$ cat src/rtl/fetch_align.sv
// rtl/fetch_align.sv - halfword fetch queue that aligns 64-bit memory words to the instruction pc
// Optional feature: define FETCH_ALIGN_PERF_EN to add the stall_cycles counter output.
module fetch_align #(
  parameter logic [63:0] RESET_VECTOR = 64'h0
) (
  input  logic        clk,
  input  logic        rst,
  output logic        mem_req,
  output logic [63:0] mem_addr,
  input  logic        mem_ack,
  input  logic [63:0] mem_data,
  output logic [63:0] instOut,
  output logic        inst_valid,
  output logic [63:0] pc,
  input  logic        advance16,
  input  logic        advance32,
  input  logic        advance64,
  input  logic        redirect,
  input  logic [63:0] redirect_pc
`ifdef FETCH_ALIGN_PERF_EN
  ,
  output logic [31:0] stall_cycles
`endif
);

  logic [15:0] q_q [8];
  logic [15:0] q_d [8];
  logic [3:0]  count_q, count_d;
  logic [63:0] pc_q, pc_d;
  logic [63:0] fetch_addr_q, fetch_addr_d;
  logic [63:0] mem_addr_q, mem_addr_d;
  logic [1:0]  skip_q, skip_d;
  logic        mem_req_q, mem_req_d;
  logic        drop_q, drop_d;

  logic [3:0]  head_len;
  logic [15:0] win [4];
  logic [3:0]  adv_n;
  logic [3:0]  shift_n;
  logic        adv_ok;
  logic        ack_ok;

  // Head instruction length and the zero-filled four-halfword output window.
  always_comb begin
    head_len = 4'd1;
    if (q_q[0][15]) begin
      head_len = q_q[0][14] ? 4'd4 : 4'd2;
    end
    inst_valid = (count_q != 4'd0) && (count_q >= head_len);
    for (int i = 0; i < 4; i++) begin
      win[i] = (4'(i) < count_q) ? q_q[i] : 16'h0;
    end
  end

  assign instOut  = {win[0], win[1], win[2], win[3]};
  assign pc       = pc_q;
  assign mem_req  = mem_req_q;
  assign mem_addr = mem_addr_q;

  // Next-state: redirect wins; otherwise shift out the consumed halfwords, then append an ack.
  always_comb begin
    logic [3:0] src;
    logic [3:0] pos;
    src = 4'd0;
    pos = 4'd0;

    adv_n = 4'd0;
    if (advance64) begin
      adv_n = 4'd4;
    end else if (advance32) begin
      adv_n = 4'd2;
    end else if (advance16) begin
      adv_n = 4'd1;
    end
    adv_ok  = inst_valid && (adv_n != 4'd0) && (adv_n <= count_q);
    shift_n = adv_ok ? adv_n : 4'd0;
    ack_ok  = mem_req_q && mem_ack;

    for (int i = 0; i < 8; i++) begin
      src    = 4'(i) + shift_n;
      q_d[i] = (src < 4'd8) ? q_q[src[2:0]] : 16'h0;
    end
    count_d      = count_q - shift_n;
    pc_d         = pc_q + {59'd0, shift_n, 1'b0};
    fetch_addr_d = fetch_addr_q;
    mem_addr_d   = mem_addr_q;
    skip_d       = skip_q;
    mem_req_d    = mem_req_q;
    drop_d       = drop_q;

    if (redirect) begin
      count_d      = 4'd0;
      pc_d         = redirect_pc & ~64'h1;
      fetch_addr_d = redirect_pc & ~64'h7;
      skip_d       = redirect_pc[2:1];
      if (mem_req_q && !mem_ack) begin
        // The in-flight word belongs to the old stream; keep the bus stable and discard it later.
        drop_d = 1'b1;
      end else begin
        mem_req_d  = 1'b1;
        mem_addr_d = redirect_pc & ~64'h7;
        drop_d     = 1'b0;
      end
    end else if (ack_ok && drop_q) begin
      // Stale word retired; re-request immediately at the redirected address.
      drop_d     = 1'b0;
      mem_addr_d = fetch_addr_q;
    end else if (ack_ok) begin
      for (int j = 0; j < 4; j++) begin
        if (4'(j) >= {2'b00, skip_q}) begin
          pos = count_d + 4'(j) - {2'b00, skip_q};
          if (pos < 4'd8) begin
            q_d[pos[2:0]] = mem_data[63-16*j -: 16];
          end
        end
      end
      count_d = count_d + 4'd4 - {2'b00, skip_q};
      if (count_d > 4'd8) begin
        count_d = 4'd8;
      end
      fetch_addr_d = fetch_addr_q + 64'd8;
      skip_d       = 2'd0;
      mem_req_d    = 1'b0;
    end else if (!mem_req_q && (count_d <= 4'd4)) begin
      mem_req_d  = 1'b1;
      mem_addr_d = fetch_addr_q;
    end
  end

  // State registers with asynchronous reset to the reset vector.
  always_ff @(posedge clk or posedge rst) begin
    if (rst) begin
      for (int i = 0; i < 8; i++) begin
        q_q[i] <= 16'h0;
      end
      count_q      <= 4'd0;
      pc_q         <= RESET_VECTOR & ~64'h1;
      fetch_addr_q <= RESET_VECTOR & ~64'h7;
      mem_addr_q   <= RESET_VECTOR & ~64'h7;
      skip_q       <= RESET_VECTOR[2:1];
      mem_req_q    <= 1'b0;
      drop_q       <= 1'b0;
    end else begin
      for (int i = 0; i < 8; i++) begin
        q_q[i] <= q_d[i];
      end
      count_q      <= count_d;
      pc_q         <= pc_d;
      fetch_addr_q <= fetch_addr_d;
      mem_addr_q   <= mem_addr_d;
      skip_q       <= skip_d;
      mem_req_q    <= mem_req_d;
      drop_q       <= drop_d;
    end
  end

`ifdef FETCH_ALIGN_PERF_EN
  logic [31:0] stall_q, stall_d;

  // Saturating count of cycles without a complete instruction; a redirect restarts it.
  always_comb begin
    stall_d = stall_q;
    if (redirect) begin
      stall_d = 32'd0;
    end else if (!inst_valid && (stall_q != 32'hFFFF_FFFF)) begin
      stall_d = stall_q + 32'd1;
    end
  end

  // Stall counter register.
  always_ff @(posedge clk or posedge rst) begin
    if (rst) begin
      stall_q <= 32'd0;
    end else begin
      stall_q <= stall_d;
    end
  end

  assign stall_cycles = stall_q;
`endif

endmodule

$ cat config.mk
export PLATFORM = sky130hd
export DESIGN_NAME = fetch_align
export DESIGN_NICKNAME = d
export VERILOG_FILES = /design/src/rtl/fetch_align.sv
export SDC_FILE = /design/constraint.sdc
export NUM_CORES = 2
export LEC_CHECK = 0
export ABC_AREA = 1
export ABC_CLOCK_PERIOD_IN_PS = 14130
export CAP_MARGIN = 15
export CORE_AREA = 2 2 383 195
export DETAILED_ROUTE_END_ITERATION = 10
export DIE_AREA = 0 0 385 197
export PLACE_DENSITY = 0.69
export RECOVER_POWER = 50
export SYNTH_ARGS = -nofsm -noshare
export SYNTH_HDL_FRONTEND = slang
export SYNTH_SLANG_ARGS = --single-unit
$ cat constraint.sdc
create_clock -name clk -period 14.13 [get_ports clk]
set_input_delay 4.239 -clock clk [delete_from_list [all_inputs] [get_ports clk]]
set_output_delay 4.239 -clock clk [all_outputs]
set_load 0.01 [all_outputs]
==> qor.txt <==
Status - finished with violations
Failing checks - DRC, capacitance limit, slew limit
Crit Path Class - input pin to flip-flop
Sequential power share - 0.158
DRC Markers - 1
Initial antenna violation count - 24
1st-iter DRT viols - 7349
Clock latency on the worst-skew pair - 0.60 ns
Setup crit start kind - input pin
Slowest CP cell - inv_2
Ys Warns - 0
Critical Path RT - 14.65 ns
Slew Limit Fails - 193
R2r endpoint - q_q[125]$_DFF_PP0_
Largest net degree at the start of global routing - 154
Yosys reg bits - 322
Clock Pin Slew Worst Setup and Hold Paths - 0.07 ns
Switching Fraction - 0.590
Initial core utilization - 0.398
Power share of the clock group - 0.122
Crit-path most repeated cell - nand2_1
Sequential share of the synthesized area - 0.279
CP Capture Type - flip-flop
Final WL - 171000 µm
Most frequent cells in the layout - nand2_1, inv_1, nand3_1, o21ai_0, dfrtp_1
RSZ-0062 raised after global routing - no
Vias - 37000
Final instance area - 34200 µm²
Reg2Reg Launch Point - q_q[127]$_DFF_PP0_
R2R cell count - 27
DIE HEIGHT - 197 µm
# Post-CTS Setup Buffers - 0
Post-synthesis adder-cell area fraction - 0.0169
PortBufs - 326
Ys async rst share - 1.00
Hold Startpoint - mem_addr[58]$_DFFE_PP0P_
Max-Cap Viols - 3
CP max FO - 59
Fill cells - 7565
Clock Path Buffers - 3
Final hold vios - 0
Final GP Congestion - 1.05
Post-CTS Resized - 0
Tightest Pin Transition - 6.00 ns
F_max - 87.6 MHz
Min-Delay Path Class - flip-flop to flip-flop
Complex-gate fraction of the synthesized area - 0.149
Main combinational cell family by area after synthesis - simple AND/OR/NAND/NOR gates
Lkg Pwr - 16.7 nW
Setup ws final - 2.72 ns
Full die area - 75800 µm²
Cell count after synthesis - 4829
Top_reg_cell synth - dfrtp_1
Multi-input combinational cell area - 17100 µm²
Placed insts - 5911
Final Setup Violations - 0
Hold buffer count at CTS - 0
Mapped Area - 28800 µm²
Drt wl/cell - 28.5 µm
PD cells - 267 nW/µm²
Reg-to-reg slack, setup - 6.63 ns
Post-DP HPWL - 119000 µm
Hold_ws - 0.474 ns
Root buffer selected by CTS - clkbuf_16
Tmin final - 11.41 ns
Fin crit share - 0.807
CTS tree - done
Post-Syn Nets - 5000
Average size of a mapped cell - 5.97 µm²
Crit path DAT - 11.93 ns
Yosys cell types - 63
First-pass GRT wire length - 236000 µm
Io pins - 329
Number of cells on the worst hold path - 2
Worst Hold Endpoint - mem_addr[58]$_DFFE_PP0P_
Die Width - 385 µm
Total gr overflow - 0
Post-synthesis xor/xnor area fraction - 0.0155
Number of vias per cell - 6.18
Num CTS Buffers - 37
Post-route antenna net violation count - 0
TritonRoute pass-1 iters - 11
Portion of netlist area occupied by mux cells - 0
Register area - 8060 µm²
Cell internal pwr - 3.75 mW
Post-synth EDFFs - 0
Slew HR - -3.02
Area Growth Syn to Fin - 18.6%
Row count - 70
Setup_tns - 0 ns
Clock tree sinks - 322
Comb power frac - 0.720
Most common cell after layout, fill and taps aside - nand2_1
Vias in the first global route - 31800
Final Skew - 0.0299 ns
Peak supply drop - 0.223 mV
Core area - 72400 µm²
Fraction of layout cells with a size suffix above 1 - 0.0387
Max stage delay on crit path - 0.92 ns
P_sw - 5.39 mW
GRT Util Overall - 0.435
Final #Nets - 5153
Final non-filler cell total - 5989
H-tree depth - 2
Pre-CTS setup slack - 2.57 ns
Placed instance area - 32800 µm²
Post-synthesis simple-gate area fraction - 0.407
## layout make-up
class / count / area share
Multi-Input combinational cell: 3522 / 0.501
Sequential cell: 322 / 0.236
Timing Repair Buffer: 391 / 0.111
Inverter: 708 / 0.0780
Tap cell: 972 / 0.0356
Clock buffer: 50 / 0.0312
Clock inverter: 15 / 0.00699
Antenna cell: 9 / 0.000658
## worst max path at each step
stage | start | endpoint | slack [ns] | cells past startpoint
after floorplan | rst | count_q[0]$_DFF_PP0_ | 0.98 | 1
after global placement | advance64 | q_q[71]$_DFF_PP0_ | 2.63 | 35
after detailed placement | advance64 | q_q[71]$_DFF_PP0_ | 2.57 | 35
after CTS | advance64 | q_q[71]$_DFF_PP0_ | 3.13 | 35
after global routing | rst | q_q[77]$_DFF_PP0_ | 2.14 | 3
final | advance64 | q_q[71]$_DFF_PP0_ | 2.72 | 35
## logic make-up (layout without fill, tap and decap cells)
family          after synthesis  in the layout
other cells                   1             10
simple gates               2642           2642
buf+inv                     985           1164
compound gates              795            795
flops                       322            322
fa+ha+maj                    36             36
xor+xnor                     48             48
## registers in the layout (all words and copies together), names as in the netlist
register,cells
count_q,4
drop_q,1
fetch_addr_q,61
mem_addr,62
mem_req,1
pc,63
q_q,128
skip_q,2
## cells in the mapped netlist (4+ instances only)
master / number / area (µm²)
o2111ai_1: 7 / 61.3
nor4_1: 29 / 181
and2_1: 7 / 43.8
nor2_1: 240 / 901
ha_1: 31 / 388
o21a_1: 42 / 315
xor2_1: 35 / 307
nand3_1: 701 / 3510
nand2_1: 1342 / 5040
o21ai_0: 372 / 1860
o211ai_1: 23 / 173
clkbuf_1: 174 / 653
xnor2_1: 11 / 96.3
nand3_2: 7 / 70.1
o22ai_1: 5 / 31.3
inv_1: 695 / 2610
a31oi_1: 7 / 43.8
nand2_2: 4 / 25.0
fa_1: 5 / 100
dfrtp_1: 322 / 8060
o21bai_1: 11 / 82.6
nor3_1: 63 / 315
buf_2: 70 / 350
o21ai_1: 72 / 360
a21oi_1: 233 / 1170
inv_2: 10 / 37.5
a41oi_1: 4 / 35.0
nand4_1: 224 / 1400
buf_1: 28 / 105
## critical path, delay by kind of cell
kind	cells	cell delay [ns]
buffers and inverters	13	3.63
and+or+nand+nor	16	2.10
adders and majority gates	5	1.81
AOI/OAI and AO/OA	1	0.08
## layer usage
layer,part of all wire,track usage
met1,0.42,0.639
met2,0.34,0.497
met3,0.20,0.260
met4,0.034,0.138
met5,0.0017,0.0281
## stage by stage
stage / utilization / total power, mW
after floorplan: - / 5.25
after global placement: 0.453 / 7.52
after detailed placement: 0.453 / 7.57
after CTS: 0.471 / 8.69
after global routing: 0.472 / 9.57
final: 0.472 / 9.14
## power by group through the flow
stage | logic, mW | clock network (mW) | registers [mW]
after floorplan | 3.83 | 0 | 1.43
after global placement | 6.08 | 0 | 1.44
after detailed placement | 6.13 | 0 | 1.45
after CTS | 6.15 | 1.11 | 1.43
after global routing | 6.95 | 1.15 | 1.47
final | 6.58 | 1.12 | 1.44
Power figures use the tool's default switching activity.
